### src/rtl/cpu_pkg.sv
// Shared pipeline control types and constants for the vector CPU.
// ctrl_t carries the per-stage control bundle. The stage-specific structs are
// the bundles held by the ID/EX and MEM/WB stage registers.
package cpu_pkg;

  typedef struct packed {
    logic [3:0] wa3;
    logic       regwrite;
    logic       memtoreg;
    logic       memwrite;
    logic       valid;
  } ctrl_t;

  // ID/EX bundle: source addresses plus the control bundle
  typedef struct packed {
    logic [3:0] ra1;
    logic [3:0] ra2;
    ctrl_t      ctrl;
  } idex_t;

  // MEM/WB bundle: memwrite is no longer needed past M
  typedef struct packed {
    logic [3:0] wa3;
    logic       regwrite;
    logic       memtoreg;
    logic       valid;
  } memwb_t;

  localparam logic [31:0] NOP_INSTR = 32'h0;
  localparam logic [3:0]  REG_ZERO  = 4'b0;

endpackage

### src/rtl/pipe_ctrl_regs_if.sv
// Bus between the hazard unit/decode logic and the pipeline control registers.
// master: drives PC/instruction/decoded fields and stall/flush controls, and
//         observes the stage fields.
// slave : the pipe_ctrl_regs block.
interface pipe_ctrl_regs_if #(
  parameter int unsigned INSTR_W  = 32,
  parameter int unsigned STALL_CW = 16
) ();

  logic [31:0]         PCNextF;
  logic [INSTR_W-1:0]  InstrF;
  logic                StallF;
  logic                StallD;
  logic                FlushD;
  logic                FlushE;
  logic [3:0]          RA1D;
  logic [3:0]          RA2D;
  logic [3:0]          WA3D;
  logic                RegWriteD;
  logic                MemtoRegD;
  logic                MemWriteD;
  logic                StallCntClr;

  logic [31:0]         PCF;
  logic [INSTR_W-1:0]  InstrD;
  logic                ValidD;
  logic                ValidE;
  logic                ValidM;
  logic                ValidW;
  logic [3:0]          RA1E;
  logic [3:0]          RA2E;
  logic [3:0]          WA3E;
  logic                RegWriteE;
  logic                MemtoRegE;
  logic                MemWriteE;
  logic [3:0]          WA3M;
  logic                RegWriteM;
  logic                MemtoRegM;
  logic                MemWriteM;
  logic [3:0]          WA3W;
  logic                RegWriteW;
  logic                MemtoRegW;
  logic [STALL_CW-1:0] StallCnt;

  modport master (
    output PCNextF, InstrF, StallF, StallD, FlushD, FlushE, RA1D, RA2D, WA3D,
           RegWriteD, MemtoRegD, MemWriteD, StallCntClr,
    input  PCF, InstrD, ValidD, ValidE, ValidM, ValidW, RA1E, RA2E, WA3E,
           RegWriteE, MemtoRegE, MemWriteE, WA3M, RegWriteM, MemtoRegM, MemWriteM,
           WA3W, RegWriteW, MemtoRegW, StallCnt
  );

  modport slave (
    input  PCNextF, InstrF, StallF, StallD, FlushD, FlushE, RA1D, RA2D, WA3D,
           RegWriteD, MemtoRegD, MemWriteD, StallCntClr,
    output PCF, InstrD, ValidD, ValidE, ValidM, ValidW, RA1E, RA2E, WA3E,
           RegWriteE, MemtoRegE, MemWriteE, WA3M, RegWriteM, MemtoRegM, MemWriteM,
           WA3W, RegWriteW, MemtoRegW, StallCnt
  );

endinterface

### src/rtl/pipe_stage_reg.sv
// Generic pipeline stage register with clear and enable.
// Ports: clk_i, rst_n (async, active-low), en_i (load), clr_i (load zero,
// wins over en_i), d_i / q_o (Width bits).
module pipe_stage_reg #(
  parameter int unsigned Width = 8
) (
  input  logic             clk_i,
  input  logic             rst_n,
  input  logic             en_i,
  input  logic             clr_i,
  input  logic [Width-1:0] d_i,
  output logic [Width-1:0] q_o
);

  logic [Width-1:0] data_d, data_q;

  always_comb begin
    data_d = data_q;
    if (clr_i) begin
      data_d = '0;
    end else if (en_i) begin
      data_d = d_i;
    end
  end

  always_ff @(posedge clk_i or negedge rst_n) begin
    if (!rst_n) begin
      data_q <= '0;
    end else begin
      data_q <= data_d;
    end
  end

  assign q_o = data_q;

endmodule

### src/rtl/pipe_ctrl_regs.sv
// Pipeline control/address registers: PC, IF/ID, ID/EX, EX/MEM, MEM/WB.
// Tracks only control and register addresses; datapath values live elsewhere.
// Ports: clk, rst_n (async, active-low), bus (pipe_ctrl_regs_if.slave) carrying
// the fetch/decode inputs, hazard controls and per-stage control outputs.
module pipe_ctrl_regs
  import cpu_pkg::*;
#(
  parameter logic [31:0] RESET_PC = 32'h0,
  parameter int unsigned INSTR_W  = 32,
  parameter int unsigned STALL_CW = 16
) (
  input  logic             clk,
  input  logic             rst_n,
  pipe_ctrl_regs_if.slave  bus
);

  logic [31:0]         pcf_d, pcf_q;
  logic [INSTR_W-1:0]  instrd_d, instrd_q;
  logic                validd_d, validd_q;
  logic [STALL_CW-1:0] stall_cnt_d, stall_cnt_q;

  idex_t  idex_d, idex_q;
  ctrl_t  exmem_q;
  memwb_t memwb_d, memwb_q;

  // PC, IF/ID and stall counter next state
  always_comb begin
    pcf_d = pcf_q;
    if (!bus.StallF) begin
      pcf_d = bus.PCNextF;
    end

    instrd_d = instrd_q;
    validd_d = validd_q;
    if (bus.FlushD) begin
      instrd_d = INSTR_W'(NOP_INSTR);
      validd_d = 1'b0;
    end else if (!bus.StallD) begin
      instrd_d = bus.InstrF;
      validd_d = 1'b1;
    end

    // A flushed IF/ID is not a held one, so it does not count as a stall cycle
    stall_cnt_d = stall_cnt_q;
    if (bus.StallCntClr) begin
      stall_cnt_d = '0;
    end else if (bus.StallD && !bus.FlushD && (stall_cnt_q != '1)) begin
      stall_cnt_d = stall_cnt_q + STALL_CW'(1);
    end
  end

  always_ff @(posedge clk or negedge rst_n) begin
    if (!rst_n) begin
      pcf_q       <= RESET_PC;
      instrd_q    <= INSTR_W'(NOP_INSTR);
      validd_q    <= 1'b0;
      stall_cnt_q <= '0;
    end else begin
      pcf_q       <= pcf_d;
      instrd_q    <= instrd_d;
      validd_q    <= validd_d;
      stall_cnt_q <= stall_cnt_d;
    end
  end

  // ID/EX: a clear loads all-zero, i.e. a bubble with REG_ZERO addresses
  always_comb begin
    idex_d.ra1           = bus.RA1D;
    idex_d.ra2           = bus.RA2D;
    idex_d.ctrl.wa3      = bus.WA3D;
    idex_d.ctrl.regwrite = bus.RegWriteD;
    idex_d.ctrl.memtoreg = bus.MemtoRegD;
    idex_d.ctrl.memwrite = bus.MemWriteD;
    idex_d.ctrl.valid    = 1'b1;
  end

  pipe_stage_reg #(
    .Width ($bits(idex_t))
  ) u_idex (
    .clk_i (clk),
    .rst_n (rst_n),
    .en_i  (1'b1),
    .clr_i (bus.FlushE | ~validd_q),
    .d_i   (idex_d),
    .q_o   (idex_q)
  );

  pipe_stage_reg #(
    .Width ($bits(ctrl_t))
  ) u_exmem (
    .clk_i (clk),
    .rst_n (rst_n),
    .en_i  (1'b1),
    .clr_i (1'b0),
    .d_i   (idex_q.ctrl),
    .q_o   (exmem_q)
  );

  always_comb begin
    memwb_d.wa3      = exmem_q.wa3;
    memwb_d.regwrite = exmem_q.regwrite;
    memwb_d.memtoreg = exmem_q.memtoreg;
    memwb_d.valid    = exmem_q.valid;
  end

  pipe_stage_reg #(
    .Width ($bits(memwb_t))
  ) u_memwb (
    .clk_i (clk),
    .rst_n (rst_n),
    .en_i  (1'b1),
    .clr_i (1'b0),
    .d_i   (memwb_d),
    .q_o   (memwb_q)
  );

  assign bus.PCF       = pcf_q;
  assign bus.InstrD    = instrd_q;
  assign bus.ValidD    = validd_q;
  assign bus.StallCnt  = stall_cnt_q;

  assign bus.RA1E      = idex_q.ra1;
  assign bus.RA2E      = idex_q.ra2;
  assign bus.WA3E      = idex_q.ctrl.wa3;
  assign bus.RegWriteE = idex_q.ctrl.regwrite;
  assign bus.MemtoRegE = idex_q.ctrl.memtoreg;
  assign bus.MemWriteE = idex_q.ctrl.memwrite;
  assign bus.ValidE    = idex_q.ctrl.valid;

  assign bus.WA3M      = exmem_q.wa3;
  assign bus.RegWriteM = exmem_q.regwrite;
  assign bus.MemtoRegM = exmem_q.memtoreg;
  assign bus.MemWriteM = exmem_q.memwrite;
  assign bus.ValidM    = exmem_q.valid;

  assign bus.WA3W      = memwb_q.wa3;
  assign bus.RegWriteW = memwb_q.regwrite;
  assign bus.MemtoRegW = memwb_q.memtoreg;
  assign bus.ValidW    = memwb_q.valid;

endmodule
### src/flat_wrapper.sv
// flat-port wrapper written by rule: the top's interface ports become plain ports
module pipe_ctrl_regs_flat import cpu_pkg::*;
#(
  parameter logic [31:0] RESET_PC = 32'h0,
  parameter int unsigned INSTR_W  = 32,
  parameter int unsigned STALL_CW = 16
)
  (clk, rst_n, bus_PCNextF, bus_InstrF, bus_StallF, bus_StallD, bus_FlushD, bus_FlushE, bus_RA1D, bus_RA2D, bus_WA3D, bus_RegWriteD, bus_MemtoRegD, bus_MemWriteD, bus_StallCntClr, bus_PCF, bus_InstrD, bus_ValidD, bus_ValidE, bus_ValidM, bus_ValidW, bus_RA1E, bus_RA2E, bus_WA3E, bus_RegWriteE, bus_MemtoRegE, bus_MemWriteE, bus_WA3M, bus_RegWriteM, bus_MemtoRegM, bus_MemWriteM, bus_WA3W, bus_RegWriteW, bus_MemtoRegW, bus_StallCnt);
  pipe_ctrl_regs_if #(.INSTR_W(INSTR_W), .STALL_CW(STALL_CW)) bus_i ();
  input  logic clk;
  input  logic rst_n;
  input wire logic [$bits(bus_i.PCNextF)-1:0] bus_PCNextF;
  input wire logic [$bits(bus_i.InstrF)-1:0] bus_InstrF;
  input wire logic [$bits(bus_i.StallF)-1:0] bus_StallF;
  input wire logic [$bits(bus_i.StallD)-1:0] bus_StallD;
  input wire logic [$bits(bus_i.FlushD)-1:0] bus_FlushD;
  input wire logic [$bits(bus_i.FlushE)-1:0] bus_FlushE;
  input wire logic [$bits(bus_i.RA1D)-1:0] bus_RA1D;
  input wire logic [$bits(bus_i.RA2D)-1:0] bus_RA2D;
  input wire logic [$bits(bus_i.WA3D)-1:0] bus_WA3D;
  input wire logic [$bits(bus_i.RegWriteD)-1:0] bus_RegWriteD;
  input wire logic [$bits(bus_i.MemtoRegD)-1:0] bus_MemtoRegD;
  input wire logic [$bits(bus_i.MemWriteD)-1:0] bus_MemWriteD;
  input wire logic [$bits(bus_i.StallCntClr)-1:0] bus_StallCntClr;
  output wire logic [$bits(bus_i.PCF)-1:0] bus_PCF;
  output wire logic [$bits(bus_i.InstrD)-1:0] bus_InstrD;
  output wire logic [$bits(bus_i.ValidD)-1:0] bus_ValidD;
  output wire logic [$bits(bus_i.ValidE)-1:0] bus_ValidE;
  output wire logic [$bits(bus_i.ValidM)-1:0] bus_ValidM;
  output wire logic [$bits(bus_i.ValidW)-1:0] bus_ValidW;
  output wire logic [$bits(bus_i.RA1E)-1:0] bus_RA1E;
  output wire logic [$bits(bus_i.RA2E)-1:0] bus_RA2E;
  output wire logic [$bits(bus_i.WA3E)-1:0] bus_WA3E;
  output wire logic [$bits(bus_i.RegWriteE)-1:0] bus_RegWriteE;
  output wire logic [$bits(bus_i.MemtoRegE)-1:0] bus_MemtoRegE;
  output wire logic [$bits(bus_i.MemWriteE)-1:0] bus_MemWriteE;
  output wire logic [$bits(bus_i.WA3M)-1:0] bus_WA3M;
  output wire logic [$bits(bus_i.RegWriteM)-1:0] bus_RegWriteM;
  output wire logic [$bits(bus_i.MemtoRegM)-1:0] bus_MemtoRegM;
  output wire logic [$bits(bus_i.MemWriteM)-1:0] bus_MemWriteM;
  output wire logic [$bits(bus_i.WA3W)-1:0] bus_WA3W;
  output wire logic [$bits(bus_i.RegWriteW)-1:0] bus_RegWriteW;
  output wire logic [$bits(bus_i.MemtoRegW)-1:0] bus_MemtoRegW;
  output wire logic [$bits(bus_i.StallCnt)-1:0] bus_StallCnt;
  assign bus_i.PCNextF = bus_PCNextF;
  assign bus_i.InstrF = bus_InstrF;
  assign bus_i.StallF = bus_StallF;
  assign bus_i.StallD = bus_StallD;
  assign bus_i.FlushD = bus_FlushD;
  assign bus_i.FlushE = bus_FlushE;
  assign bus_i.RA1D = bus_RA1D;
  assign bus_i.RA2D = bus_RA2D;
  assign bus_i.WA3D = bus_WA3D;
  assign bus_i.RegWriteD = bus_RegWriteD;
  assign bus_i.MemtoRegD = bus_MemtoRegD;
  assign bus_i.MemWriteD = bus_MemWriteD;
  assign bus_i.StallCntClr = bus_StallCntClr;
  assign bus_PCF = bus_i.PCF;
  assign bus_InstrD = bus_i.InstrD;
  assign bus_ValidD = bus_i.ValidD;
  assign bus_ValidE = bus_i.ValidE;
  assign bus_ValidM = bus_i.ValidM;
  assign bus_ValidW = bus_i.ValidW;
  assign bus_RA1E = bus_i.RA1E;
  assign bus_RA2E = bus_i.RA2E;
  assign bus_WA3E = bus_i.WA3E;
  assign bus_RegWriteE = bus_i.RegWriteE;
  assign bus_MemtoRegE = bus_i.MemtoRegE;
  assign bus_MemWriteE = bus_i.MemWriteE;
  assign bus_WA3M = bus_i.WA3M;
  assign bus_RegWriteM = bus_i.RegWriteM;
  assign bus_MemtoRegM = bus_i.MemtoRegM;
  assign bus_MemWriteM = bus_i.MemWriteM;
  assign bus_WA3W = bus_i.WA3W;
  assign bus_RegWriteW = bus_i.RegWriteW;
  assign bus_MemtoRegW = bus_i.MemtoRegW;
  assign bus_StallCnt = bus_i.StallCnt;
  pipe_ctrl_regs #(.RESET_PC(RESET_PC), .INSTR_W(INSTR_W), .STALL_CW(STALL_CW)) u_core (.clk(clk), .rst_n(rst_n), .bus(bus_i));
endmodule
### config.mk
export PLATFORM = sky130hd
export DESIGN_NAME = pipe_ctrl_regs_flat
export DESIGN_NICKNAME = d
export VERILOG_FILES = /design/src/rtl/cpu_pkg.sv /design/src/rtl/pipe_ctrl_regs_if.sv /design/src/rtl/pipe_stage_reg.sv /design/src/rtl/pipe_ctrl_regs.sv /design/src/flat_wrapper.sv
export SDC_FILE = /design/constraint.sdc
export NUM_CORES = 1
export LEC_CHECK = 0
export CAP_MARGIN = 20
export CORE_ASPECT_RATIO = 0.9
export CORE_UTILIZATION = 25
export CTS_CLUSTER_SIZE = 8
export DETAILED_ROUTE_END_ITERATION = 12
export REMOVE_ABC_BUFFERS = 1
export SKIP_CTS_REPAIR_TIMING = 1
export SLEW_MARGIN = 0
export SYNTH_ARGS = -nofsm -noshare
export SYNTH_HDL_FRONTEND = slang
export SYNTH_HIERARCHICAL = 1
export SYNTH_SLANG_ARGS = --single-unit
### constraint.sdc
create_clock -name clk -period 1.9 [get_ports clk]
set_input_delay 0.38 -clock clk [delete_from_list [all_inputs] [get_ports clk]]
set_output_delay 0.38 -clock clk [all_outputs]
set_load 0.005 [all_outputs]
* After elaboration in Yosys (flattened, before gate mapping)
Index checks and enable logic that the tools add are counted.
** Word-level totals
- Bits in registers :: 112
- Input bits :: 86
- Word-level logic and storage cells :: 23
** Operators by class
- Add/sub/neg operators :: 1
- Equality and inequality tests :: 2
- Mux-type cells :: 7
- Bitwise operators :: 2
- Reduce and logical (&&, ||, !) cells :: 4
** Operators with widths (count)
- $mux 32 :: 2
- $mux 16 :: 3
- $add 16x1->16 const B :: 1
- $ne 16x16->1 const B :: 1
- $logic_and 1x1->1 :: 2
- $mux 1 :: 2
- $ne 2x1->1 const B :: 1
- $reduce_bool 2->1 :: 1
- $logic_not 1->1 :: 1
- $not 1->1 :: 1
- $or 1x1->1 :: 1

* Logic depth before layout (Yosys ltp)
Gate-level depths: netlist of the first run.
- Word-level depth :: 5
- Mapped depth :: 6
- Mapped depth without buffers :: 5

* Hierarchy
The synthesis of the first run kept the hierarchy.
** By module, submodules not included
- pipe_ctrl_regs :: times used 1, cells each 269, area an instance 3390.8 µm²
- pipe_stage_reg at u_core.u_idex :: times used 1, cells each 52, area an instance 660.6 µm²
- pipe_stage_reg at u_core.u_exmem :: times used 1, cells each 26, area an instance 325.3 µm²
- pipe_stage_reg at u_core.u_memwb :: times used 1, cells each 22, area an instance 282.8 µm²

* Worst setup path after synthesis of the first run
Ideal clock, no wire load.
- Path type :: flip-flop to flip-flop
- Start :: register u_core.stall_cnt_q[0], in the netlist u_core/bus.StallCnt[0]
- End :: register u_core.stall_cnt_q[1], in the netlist u_core/bus.StallCnt[1]
- Setup time :: 0.132 ns
- Arrival time :: 1.661 ns
- Required time :: 1.768 ns
- Setup slack :: 0.107 ns
- Stages on the path, launching flop included :: 7
- Buffers on the path :: 1
- Cell sequence :: dfrtp_1 ha_1 nand4_1 o41ai_4 buf_6 mux2i_1 nor2_1
** On the way
- Cells in the longest elaborated chain, start to end :: 3
- Elaborated cells on any way between the ends :: 6
- Classes of those cells :: add/sub (1); eq/ne (1); mux (2); reduce/logical (2)
** RTL lines
- start, declared :: RTL line pipe_ctrl_regs.sv:20 : logic [STALL_CW-1:0] stall_cnt_d, stall_cnt_q;
- start signal, assigned :: RTL line pipe_ctrl_regs.sv:62 : stall_cnt_q <= stall_cnt_d;
- $add 16x1->16 or $ne 16x16->1 (tied branches) :: RTL line pipe_ctrl_regs.sv:48, pipe_ctrl_regs.sv:47
- $mux 16 or $logic_and 1x1->1 (tied branches) :: RTL line pipe_ctrl_regs.sv:47 : end else if (bus.StallD && !bus.FlushD && (stall_cnt_q != '1)) begin
- $mux 16 or $reduce_bool 2->1 (tied branches)
Several ways; a longest one is shown, not always the timed one. The select of a mux whose other input is x is not followed.
A chain may end at the register's enable or synchronous reset.

* Final worst setup path of the first run
- Start :: register u_core.stall_cnt_q[1], in the netlist u_core/bus.StallCnt[1]
- End :: register u_core.stall_cnt_q[1], in the netlist u_core/bus.StallCnt[1]
The elaborated chain is that of the path after synthesis.

==> results of run 1 <==
## worst paths after layout
check / start / to / slack (ns)
min in group clk: bus_FlushD / u_core/bus.InstrD[15]$_DFFE_PN0N_ / 0.46
min reg2reg: u_core/bus.PCF[19]$_DFFE_PN0N_ / u_core/bus.PCF[19]$_DFFE_PN0N_ / 0.51
max: u_core/bus.StallCnt[1]$_DFFE_PN0P_ / u_core/bus.StallCnt[1]$_DFFE_PN0P_ / 0.10
min: rst_n / u_core/bus.InstrD[6]$_DFFE_PN0N_ / 0.40
max reg2reg: u_core/bus.StallCnt[1]$_DFFE_PN0P_ / u_core/bus.StallCnt[1]$_DFFE_PN0P_ / 0.10
max in group asynchronous: rst_n / u_core/u_memwb/q_o[5]$_DFFE_PN0P_ / 0.96
## kinds of logic after synthesis
family | after synthesis | synth area share
xor+xnor | 2 | 0.00376
buf+inv | 25 | 0.0317
other cells | 2 | 0.00161
mux | 96 | 0.215
simple gates | 104 | 0.105
fa+ha+maj | 1 | 0.00268
flops | 112 | 0.602
compound gates | 27 | 0.0389
## metrics by stage
stage          cells  power [uW]
2_1_floorplan    357        2820
3_3_place_gp     831        3410
3_5_place_dp     831        3430
4_1_cts          846        5450
5_1_grt          850        5600
6_report         850        5360
## worst max-delay path: cells and delay by family, from the launching register on
kind                       cells  cell delay (ns)
muxes                          1             0.17
DFF                            1             0.37
buffers and inverters          2             0.30
and+or+nand+nor                2             0.23
adders and majority gates      1             0.18
AOI/OAI and AO/OA              1             0.41
## cell type report
| type | instances | area, um^2 |
|---|---|---|
| fillers | 1726 | 10500 |
| flip-flops and latches | 112 | 2800 |
| repair buffers | 238 | 2310 |
| multi-input cells | 242 | 1750 |
| well taps | 240 | 300 |
| clock buffers | 10 | 239 |
| clock inverters | 5 | 65.1 |
| inverters | 3 | 11.3 |
## sequential cells by signal (all words and copies together) (netlist names)
register	cells
u_core/u_idex/q_o	16
u_core/bus.InstrD	32
u_core/u_exmem/q_o	8
u_core/bus.ValidD	1
u_core/u_memwb/q_o	7
u_core/bus.StallCnt	16
u_core/bus.PCF	32
## power by group through the flow
stage	Sequential [uW]	Clock, uW	Combinational, uW
detailed placement	2620	0	808
CTS	2570	2060	812
global route	2590	2140	875
floorplan	2620	0	197
global placement	2610	0	792
finish	2570	1980	808
## metal layers
layer,track usage,vias to the layer above
met5,0,-
li1,-,1742
met4,0.0392,0
met2,0.225,123
met3,0.0472,13
met1,0.175,1837
## placed cells by master (no fill, tap or decap), types with 3 or more instances in the layout
cell and count:
sky130_fd_sc_hd__clkdlybuf4s50_1 194, sky130_fd_sc_hd__dfrtp_1 112, sky130_fd_sc_hd__nor2_1 68, sky130_fd_sc_hd__mux2i_1 64, sky130_fd_sc_hd__buf_4 38, sky130_fd_sc_hd__mux2_2 32
sky130_fd_sc_hd__a21oi_1 12, sky130_fd_sc_hd__conb_1 12, sky130_fd_sc_hd__clkbuf_16 9, sky130_fd_sc_hd__nand2_1 6, sky130_fd_sc_hd__o31ai_1 5, sky130_fd_sc_hd__or4_1 5
sky130_fd_sc_hd__or3_1 5, sky130_fd_sc_hd__nand4_1 4, sky130_fd_sc_hd__inv_1 3, sky130_fd_sc_hd__and3_1 3, sky130_fd_sc_hd__o21ai_0 3, sky130_fd_sc_hd__buf_12 3
==> out/summary.md, run 1 <==
Averaged over all synthesized cells, the footprint is 12.6 um^2. In the post-route analysis, the smallest setup slack over all paths is 0.105 ns. After detailed routing, no signal wire sits above met4. Total detailed-routing wirelength: 12900 um. In this run the horizontal extent of the chip is 146 um. For this design the total switching power over the nets is 1270 uW. The tools report the total count of max-transition violations in the final report as 0. Entering global routing, the biggest net connects 58 pins.

The fraction of power spent switching nets was 0.236; the total of buffers placed on input and output ports was 197. The number of unique standard cell types used by synthesis is 37, and the area share of the leading cell type in the synthesized netlist is 0.602. Number of buffers created by CTS: 9.

The share of the clock period used by the worst path after layout came out at 0.945. The count of final hold-check violations was 0; the number of placed I/O pins was 198. The number of instances in the synthesized netlist came out at 369. The tree is rooted in a sky130_fd_sc_hd__clkbuf_16. Biggest cell delay along the critical path: 0.41 ns. The tools report the detailed-routed wire length on met2 as 6150 um.

The type of the tightest min-delay check was in -> async. The minimum period implied by the final worst setup slack came out at 1.80 ns. The total grt overflow is 0, and the combinational share of power is 0.151. The run gives 0.399 ns as the tightest hold margin.

Top flip-flop cell by instance count after synthesis: sky130_fd_sc_hd__dfrtp_1. The number of cells on the worst reg-to-reg path works out to 7. TritonCTS built the clock tree.

The number of DRC violations after detailed routing was 0; the highest clock rate was 0.557 GHz. The floorplan has 46 rows. Cell internal power was estimated by the tool at 4090 uW.

Summing over every cut layer, the via total after detailed routing is 3715. The sequential share of the synthesized area was 0.602. For the clock insertion delay at the later pin of the skew report, the log shows 0.35 ns. The critical path goes through ha_1 -> nand4_1 -> o41ai_4 -> buf_4 -> buf_4 -> mux2i_1 -> nor2_1. The number of synthesized flops with an enable pin was 0.

The number of global-route vias before repair is 3951, and the share of synthesized flip-flops with an asynchronous set or reset is 1.00. The worst setup path is launched from a flop. For the worst setup path, the data arrival time is 2.00 ns. The DRC marker count from the first detailed-route iteration came out at 214.

After detailed routing, the number of vias per cell comes to 4.37. The analysis attributes to cell leakage a power of 0.00334 uW. Synthesis inferred 112 register bits.

The share of total power in sequential cells was 0.480; the fraction of final layout cells with drive strength greater than 1 was 0.154. The first detailed-routing pass ran for 4 iterations. The flow ran to the end, and the final reports show no timing, DRC or antenna violations. The post-CTS clock slew at the launch and capture registers of the worst setup and hold paths came out at 0.08 ns. The cell that appears most often on the critical path is sky130_fd_sc_hd__buf_4. The tools report the post-layout utilization of the core as 0.417. The type of destination of the critical path was a flop. The maximum fanout count along the critical path was 7; the warning count from the yosys run was 6. The die covers 19200 um^2.

The total length of routed met3 wires is 919 um. Sorting the synthesized cells by area gives the leading types as sky130_fd_sc_hd__dfrtp_1 60%, sky130_fd_sc_hd__mux2i_1 14%, sky130_fd_sc_hd__mux2_2 7.7%. By startpoint and endpoint, the worst setup path is classified as reg -> reg. The logs give 0.742 for the routability congestion estimate and 21100 um for the first-pass GRT wire length. The detailed-route wire length on metal 1 was 5660 um. Max-cap violations in this run came to 0. The repair_antennas step left the layout with diodes totalling 0. For this design, the slowest cell found on the critical path is sky130_fd_sc_hd__o41ai_4. The maximum vdd drop is 396 uV, and the number of routed nets with antenna violations is 0.

The run gives 0.592 as the headroom to the max-slew limit. The longest clock path from root to sink contains 2 buffers. Sorting the synthesized cells by how often they occur yields 112 x sky130_fd_sc_hd__dfrtp_1, 68 x sky130_fd_sc_hd__nor2_1, 64 x sky130_fd_sc_hd__mux2i_1. In this run the cell area measured after placement is 7140 um^2. The worst setup slack before clock tree synthesis was -0.217 ns.

Most instantiated library cell after synthesis: sky130_fd_sc_hd__dfrtp_1. Initial antenna violation count: 0. Final non-filler cell area: 7480 um^2. sky130_fd_sc_hd__dfrtp_1 takes more of the synthesized area than any other cell.

In this run the vertical extent of the chip is 132 um. The cell area that synthesis handed to floorplanning was 4660 um^2. The run gives 0.139 as the overall global routing resource usage. For this run, the post-layout net count is 693. At the pin with the least slew margin, the transition time is 0.610 ns.

The wire-length estimate of the detail-placed layout is 9580 um. The floorplan step defined a core boundary enclosing 18000 um^2. The clock skew is 0.00694 ns, and the starting utilization of the core area is 0.259.

For the required time of the critical path, the log shows 2.11 ns. Setup repair after global routing left no endpoint under its margin. The number of setup violations in the final report is 0, and the power density over cell area is 716 nW/um^2. Dividing the detail-routed wire length by the instance count gives 15.2 um. The signed area change from the synthesized netlist to the final layout is 60.5%.

The H-tree was split into 3 levels. The setup total negative slack is 0 ns, and the CTS sink count is 112. The clock network fraction of total power came out at 0.369.
Note: power is estimated with default switching activity, not from simulation.
==> run 2: changes to the inputs <==
SYNTH_HIERARCHICAL = unset   (was 1)
==> run 2 against run 1 <==
Via count is 10% lower; non-clock buffer count is 22 lower; largest power group unchanged; sequential share of layout area is 2.7 points higher; critical path depth is 3 lower; setup slack better by 0.0037 ns; clock skew is 0.0041 ns lower.
==> out/summary.md, run 2 <==
The most instantiated library cell after synthesis is sky130_fd_sc_hd__dfrtp_1 (unchanged). The count of final hold-check violations was 0 (unchanged). The clock skew is 0.00283 ns (was 0.00694 ns), and the worst-case setup margin in the final layout is 0.109 ns (was 0.105 ns). Leading cell types in the layout, fill and taps excluded: 195 x sky130_fd_sc_hd__clkdlybuf4s50_1, 112 x sky130_fd_sc_hd__dfrtp_1, 38 x sky130_fd_sc_hd__nor2_1 (was 194 x sky130_fd_sc_hd__clkdlybuf4s50_1, 112 x sky130_fd_sc_hd__dfrtp_1, 68 x sky130_fd_sc_hd__nor2_1). The biggest cell delay along the critical path is 0.50 ns (was 0.41 ns). The number of nets in the layout came out at 624 (was 693). Type of the tightest min-delay check: in -> async (unchanged). The leakage power was 0.00299 uW (was 0.00334 uW); the total of buffers placed on input and output ports was 197 (unchanged). The signed area change from the synthesized netlist to the final layout is 61.2% (was 60.5%). The tightest hold margin is 0.349 ns (was 0.399 ns), and the reported net switching power is 1270 uW (about the same).

The total grt overflow is 0 (unchanged), and the worst path arrival time is 2.03 ns (was 2.00 ns). For the headroom to the max-slew limit, the log shows 0.607 (was 0.592). The vertical die dimension was 127 um (was 132 um); the count of buffering cells on the critical path with inverters included was 0 (was 2). The required time of the critical path was 2.13 ns (was 2.11 ns). TritonCTS built the clock tree. The logs give 0.413 (was 0.417) for the post-layout utilization of the core and 11100 um (was 12900 um) for the total detailed-routing wirelength. The critical register-to-register path startpoint was u_core.bus.StallCnt[4]$_DFFE_PN0P_ (was u_core/bus.StallCnt[1]$_DFFE_PN0P_).

The worst setup slack before clock tree synthesis was -0.157 ns (was -0.217 ns). The clock insertion delay at the later pin of the skew report is 0.34 ns (was 0.35 ns). Category of the most critical setup path: reg -> reg (unchanged). The share of total power in sequential cells was 0.494 (was 0.480). Via density per instance: 4.42 (was 4.37). The number of cells on the worst reg-to-reg path was 4 (was 7).

The fraction of power spent switching nets was 0.244 (was 0.236). Worst-path cell chain: nand3_2 -> or3_2 -> nor4_1 -> mux2_2 (was ha_1 -> nand4_1 -> o41ai_4 -> buf_4 -> buf_4 -> mux2i_1 -> nor2_1). The library cell contributing the largest single delay on the critical path is sky130_fd_sc_hd__or3_2 (was sky130_fd_sc_hd__o41ai_4). Combinational share of power: 0.145 (was 0.151). The starting utilization of the core area was 0.256 (was 0.259). The top flip-flop cell by instance count after synthesis was sky130_fd_sc_hd__dfrtp_1 (unchanged). The logs give 370 uV (was 396 uV) for the maximum vdd drop and 0 (unchanged) for the number of routed nets with antenna violations. The maximum fanout count along the critical path is 6 (was 7). The total design power was 5220 uW (was 5360 uW). The flow ran to the end, and the final reports show no timing, DRC or antenna violations. The number of buffers created by CTS is 9 (unchanged). The type of origin of the critical path is a flop (unchanged).

The share of the clock period used by the worst path after layout is 0.943 (was 0.945). For the number of global-route vias before repair, the log shows 3551 (was 3951). The tools report the type of destination of the critical path as a flop (unchanged). The core region area was 16900 um^2 (was 18000 um^2); the slew at the pin with the worst max-slew slack was 0.590 ns (was 0.610 ns). The fraction of final layout cells with drive strength greater than 1 works out to 0.146 (was 0.154). Overall global routing resource usage: 0.128 (was 0.139). The most frequent standard cell in the layout excluding fill and tap cells is sky130_fd_sc_hd__clkdlybuf4s50_1 (unchanged). The horizontal die dimension was 141 um (was 146 um). Number of synthesized flops with an enable pin: 0 (unchanged). The synthesized area divided by synthesized cell count was 13.2 um^2 (was 12.6 um^2); the number of core rows was 45 (was 46). Pin count of the biggest net entering global routing: 110 (was 58). Number of register bits inferred by synthesis: 112 (unchanged).

The run gives 3 (unchanged) as the number of levels the H-tree was split into. The run gives 123 (was 214) as the DRC marker count from the first detailed-route iteration. The highest clock rate was 0.558 GHz (was 0.557 GHz); the share of synthesized flip-flops with an asynchronous set or reset was 1.00 (unchanged). The final non-filler cell area came out at 6980 um^2 (was 7480 um^2).

Leading post-synthesis cells by instance count: 112 x sky130_fd_sc_hd__dfrtp_1, 38 x sky130_fd_sc_hd__nor2_1, 37 x sky130_fd_sc_hd__mux2_2 (was 112 x sky130_fd_sc_hd__dfrtp_1, 68 x sky130_fd_sc_hd__nor2_1, 64 x sky130_fd_sc_hd__mux2i_1). The netlist area before placement was 4330 um^2 (was 4660 um^2); the total count of max-transition violations in the final report was 0 (unchanged). The tools report the sequential share of the synthesized area as 0.647 (was 0.602). Cell types occupying the most area after synthesis: sky130_fd_sc_hd__dfrtp_1 65%, sky130_fd_sc_hd__mux2_2 9.6%, sky130_fd_sc_hd__mux2i_1 7.4% (was sky130_fd_sc_hd__dfrtp_1 60%, sky130_fd_sc_hd__mux2i_1 14%, sky130_fd_sc_hd__mux2_2 7.7%). The run gives 112 (unchanged) as the CTS sink count. The minimum period implied by the final worst setup slack works out to 1.79 ns (was 1.80 ns). The power density over cell area was 748 nW/um^2 (was 716 nW/um^2); the estimated wirelength of the detail-placed design was 7850 um (was 9580 um). The clock network fraction of total power is 0.361 (was 0.369), and the routed length per placed instance is 14.7 um (was 15.2 um). The area share of the leading cell type in the synthesized netlist was 0.647 (was 0.602); the number of setup violations in the final report was 0 (unchanged). For the first-pass GRT wire length, the log shows 18000 um (was 21100 um).

The number of instances in the synthesized netlist is 329 (was 369), and the internal power summed over all cells is 3950 uW (was 4090 uW). The initial antenna violation count was 1 (was 0). The total via count in the routed design is 3330 (was 3715). The length of the first detailed-routing pass in iterations is 4 (unchanged). The warning count from the yosys run was 0 (was 6); the post-CTS clock slew at the launch and capture registers of the worst setup and hold paths was 0.08 ns (about the same). The kind of cell with the highest combined delay on the critical path is simple AND/OR/NAND/NOR gates (was compound AO/OA/AOI/OAI gates). Setup repair after global routing left no endpoint under its margin. Number of placed I/O pins: 198 (unchanged). The tools report the clock root buffer as sky130_fd_sc_hd__clkbuf_16 (unchanged). The tools report the reported max-cap violation count as 0 (unchanged).

The largest area contributor in the synthesized netlist was sky130_fd_sc_hd__dfrtp_1 (unchanged). The number of buffers between clock root and the deepest sink came out at 2 (unchanged). The tools report the number of DRC violations after detailed routing as 0 (unchanged). The logs give 32 (was 37) for the number of unique standard cell types used by synthesis and 0.776 (was 0.742) for the routability congestion estimate. The total die area is 17900 um^2 (was 19200 um^2), and the total cell area at the placement stage is 6660 um^2 (was 7140 um^2). The setup slack on the worst flop-to-flop path is 0.11 ns (was 0.10 ns).

The endpoint of the worst register-to-register path is u_core.bus.StallCnt[13]$_DFFE_PN0P_ (was u_core/bus.StallCnt[1]$_DFFE_PN0P_).
-- run 2: changes by cell type in the layout (fill, tap and decap cells not counted), moves of 4 or more --
cell,previous run,this run
sky130_fd_sc_hd__mux2_2,32,37
sky130_fd_sc_hd__conb_1,12,0
sky130_fd_sc_hd__nor2_1,68,38
sky130_fd_sc_hd__mux2i_1,64,32
sky130_fd_sc_hd__or4_1,5,9
sky130_fd_sc_hd__nor2b_1,1,6
sky130_fd_sc_hd__buf_4,38,16
sky130_fd_sc_hd__and2_1,2,17
-- run 2: worst max-delay path by stage --
stage	startpoint	to	cells past startpoint
finish	u_core.bus.StallCnt[4]$_DFFE_PN0P_	u_core.bus.StallCnt[13]$_DFFE_PN0P_	4
global route	u_core.bus.StallCnt[1]$_DFFE_PN0P_	u_core.bus.StallCnt[2]$_DFFE_PN0P_	6
CTS	u_core.bus.StallCnt[1]$_DFFE_PN0P_	u_core.bus.StallCnt[6]$_DFFE_PN0P_	6
detailed placement	bus_FlushD	u_core.bus.StallCnt[6]$_DFFE_PN0P_	5
global placement	bus_FlushD	u_core.bus.StallCnt[2]$_DFFE_PN0P_	5
floorplan	u_core.bus.StallCnt[0]$_DFFE_PN0P_	u_core.bus.StallCnt[15]$_DFFE_PN0P_	5
-- run 2: worst register-to-register path, cell delays in order, from the launching register on --
cell and delay, ns:
sky130_fd_sc_hd__dfrtp_1 0.44, sky130_fd_sc_hd__nand3_2 0.10, sky130_fd_sc_hd__or3_2 0.50, sky130_fd_sc_hd__nor4_1 0.27
sky130_fd_sc_hd__mux2_2 0.37
-- run 2: cell families after synthesis --
family,after synthesis,share of synthesized area
flip-flops,112,0.647
AND/OR/NAND/NOR,103,0.128
multiplexers,69,0.170
AO/OA/AOI/OAI,23,0.0315
buffers and inverters,21,0.0199
adder cells (fa/ha/maj),1,0.00289
-- run 2: cell type report --
class	instances	area [um^2]
Multi-Input combinational cell	196	1450
Antenna cell	1	2.50
Fill cell	1598	9910
Clock inverter	7	76.3
Inverter	2	7.51
Clock buffer	9	225
Tap cell	211	264
Timing Repair Buffer	216	2150
Sequential cell	112	2800
-- run 2: power groups by stage --
stage / logic, uW / clock network, uW / registers, uW
after floorplan: 152 / 0 / 2640
after global placement: 760 / 0 / 2620
after detailed placement: 769 / 0 / 2630
after CTS: 772 / 1970 / 2580
after global routing: 823 / 2060 / 2600
final: 758 / 1880 / 2580
-- run 2: routing by layer --
| layer | vias to the layer above | part of all wire | global-route usage |
|---|---|---|---|
| met5 | - | 0 | 0 |
| met4 | 0 | 0.011 | 0.0384 |
| met3 | 12 | 0.094 | 0.0562 |
| met2 | 133 | 0.49 | 0.219 |
| met1 | 1623 | 0.41 | 0.145 |
| li1 | 1562 | - | - |
-- run 2: stage by stage --
stage                     TNS, ns  cells
after detailed placement    -1.05    736
after global placement     -0.974    736
after floorplan             -8.17    310
after global routing            0    753
after CTS                       0    752
final                           0    754
==> run 3: changes to the inputs <==
REMOVE_ABC_BUFFERS = unset   (was 1)
==> run 3 against run 2 <==
Clock-buffer cell count is the same; global-route usage shrank 0.14 points; via count shrank 0.96%; wire length grew 0.27%; sequential cell count is the same; core utilization grew 0.12 points; sequential power is essentially flat; register-to-register slack is essentially flat; critical endpoint is now bus_StallCnt[2].
==> out/summary.md, run 3 (synthesis gave the netlist of run 2 again) <==
For the core region area, the log shows 16900 um^2 (unchanged). The headroom to the max-slew limit came out at 0.439 (was 0.607). The count of final hold-check violations was 0 (unchanged); the pin count of the biggest net entering global routing was 65 (was 110).

The number of routed nets with antenna violations was 0 (unchanged). The routability congestion estimate is 0.774 (was 0.776), and the count of fill cells added during filler insertion is 1596 (was 1598). The tools report the final antenna diode count as 0 (was 1). The type of destination of the critical path is an output pin (was a flop). The first-pass GRT wire length is 17800 um (was 18000 um). The logs give 737 (was 736) for the placed instance count and 0.145 (about the same) for the combinational share of power.

The via density per instance was 4.37 (was 4.42). The share of the clock period used by the worst path after layout is 0.959 (was 0.943), and the required time of the critical path is 1.52 ns (was 2.13 ns). The slew at the pin with the worst max-slew slack was 0.838 ns (was 0.590 ns); the reported net switching power was 1280 uW (was 1270 uW). The starting utilization of the core area is 0.256 (unchanged).

The total via count in the routed design was 3298 (was 3330). The total grt overflow was 0 (unchanged); the maximum fanout count along the critical path was 5 (was 6). Most frequent standard cell in the layout excluding fill and tap cells: sky130_fd_sc_hd__clkdlybuf4s50_1 (unchanged). Leading cell types in the layout, fill and taps excluded: 195 x sky130_fd_sc_hd__clkdlybuf4s50_1, 109 x sky130_fd_sc_hd__dfrtp_1, 38 x sky130_fd_sc_hd__nor2_1 (was 195 x sky130_fd_sc_hd__clkdlybuf4s50_1, 112 x sky130_fd_sc_hd__dfrtp_1, 38 x sky130_fd_sc_hd__nor2_1). Type of the tightest min-delay check: reg -> reg (was in -> async).

The clock insertion delay at the later pin of the skew report came out at 0.36 ns (was 0.34 ns). The run finished with clean final reports. Total die area: 17900 um^2 (unchanged). The number of placed I/O pins was 198 (unchanged); the overall global routing resource usage was 0.127 (was 0.128). The number of buffers between clock root and the deepest sink is 2 (unchanged). The reported max-cap violation count came out at 0 (unchanged).

The logs give 3950 uW (about the same) for the internal power summed over all cells and 3 (unchanged) for the number of levels the H-tree was split into. The run gives 5240 uW (was 5220 uW) as the total design power. The routed length per placed instance was 14.7 um (about the same); the fraction of power spent switching nets was 0.245 (was 0.244). The CTS sink count is 112 (unchanged). For the total count of max-transition violations in the final report, the log shows 0 (unchanged).

The DRC marker count from the first detailed-route iteration came out at 92 (was 123). The number of setup violations in the final report was 0 (unchanged). The signed area change from the synthesized netlist to the final layout works out to 61.6% (was 61.2%).

For the initial antenna violation count, the log shows 0 (was 1). The total of buffers placed on input and output ports came out at 197 (unchanged). TritonCTS built the clock tree. Synthesis produced a netlist with a net count of 416. The estimated wirelength of the detail-placed design was 8160 um (was 7850 um); the horizontal die dimension was 141 um (unchanged). The total detailed-routing wirelength was 11100 um (about the same); the clock network fraction of total power was 0.362 (was 0.361). The fraction of final layout cells with drive strength greater than 1 came out at 0.155 (was 0.146). The number of buffers created by CTS is 9 (unchanged), and the number of DRC violations after detailed routing is 0 (unchanged). The worst path arrival time came out at 1.44 ns (was 2.03 ns).

The tools report the share of total power in sequential cells as 0.493 (was 0.494). The filler-free cell count of the finished design is 754 (unchanged). The clock root buffer was sky130_fd_sc_hd__clkbuf_16 (unchanged). The logs give 0.00301 uW (was 0.00299 uW) for the leakage power and 3430 (was 3551) for the number of global-route vias before repair. The vertical die dimension was 127 um (unchanged); the number of core rows was 45 (unchanged). The power density over cell area is 748 nW/um^2 (about the same). The tools report the length of the first detailed-routing pass in iterations as 4 (unchanged). The minimum period implied by the final worst setup slack was 1.82 ns (was 1.79 ns). Post-CTS clock slew at the launch and capture registers of the worst setup and hold paths: 0.08 ns (about the same). The highest clock rate is 0.549 GHz (was 0.558 GHz).

The tools report the number of nets in the layout as 625 (was 624). The category of the most critical setup path is reg -> out (was reg -> reg). Type of origin of the critical path: a flop (unchanged). The clock skew came out at 0.00965 ns (was 0.00283 ns).

For the maximum vdd drop, the log shows 440 uV (was 370 uV).
[run 3: final timing paths]
check	cells after the start	to	slack, ns	start
worst max-delay path	2	bus_StallCnt[2]	0.08	u_core.bus.StallCnt[2]$_DFFE_PN0P_
worst min-delay path	0	u_core.u_memwb.q_o[5]$_DFF_PN0_	0.38	u_core.u_exmem.q_o[6]$_DFF_PN0_
worst max register to register	4	u_core.bus.StallCnt[13]$_DFFE_PN0P_	0.11	u_core.bus.StallCnt[2]$_DFFE_PN0P_
worst min register to register	0	u_core.u_memwb.q_o[5]$_DFF_PN0_	0.38	u_core.u_exmem.q_o[6]$_DFF_PN0_
max in group asynchronous	3	u_core.bus.InstrD[15]$_DFFE_PN0N_	0.94	rst_n
min in group asynchronous	2	u_core.bus.PCF[17]$_DFFE_PN0N_	0.40	rst_n
[run 3: power by group through the flow]
| stage | Sequential (uW) | Combinational, uW | Clock, uW |
|---|---|---|---|
| 2_1_floorplan | 2640 | 194 | 0 |
| 3_3_place_gp | 2620 | 766 | 0 |
| 3_5_place_dp | 2630 | 772 | 0 |
| 4_1_cts | 2590 | 774 | 1990 |
| 5_1_grt | 2600 | 827 | 2070 |
| 6_report | 2580 | 759 | 1890 |
[run 3: cell type report]
class | count | area (um^2) | area share
sequential | 112 | 2810 | 0.401
timing repair buffer | 217 | 2150 | 0.308
multi-input combinational | 196 | 1470 | 0.210
tap | 211 | 264 | 0.0377
clock buffer | 9 | 225 | 0.0322
clock inverter | 7 | 72.6 | 0.0104
inverter | 2 | 7.51 | 0.00107
[run 3: worst max-delay path: stages, from the launching register on]
cell and delay [ns]:
sky130_fd_sc_hd__dfrtp_1 0.42, sky130_fd_sc_hd__buf_4 0.16, sky130_fd_sc_hd__clkdlybuf4s50_1 0.51
[run 3: metrics by stage]
stage	util	setup slack (ns)	TNS [ns]	instance area, um^2	hold WS [ns]
5_1_grt	0.414	-0.00528	-0.00528	7000	0.388
6_report	0.414	0.0779	0	7000	0.377
2_1_floorplan	-	0.157	0	4330	0.0844
3_3_place_gp	0.395	-0.219	-2.22	6670	0.216
4_1_cts	0.412	0.0477	0	6960	-0.176
3_5_place_dp	0.395	-0.278	-2.54	6670	0.217
[run 3: routing by layer]
layer  GRT usage  vias to the layer above  part of all wire
met4      0.0448                        0             0.012
met5           0                        -                 0
met2       0.207                      108              0.49
met1       0.151                     1618              0.42
li1            -                     1562                 -
met3      0.0510                       10             0.079
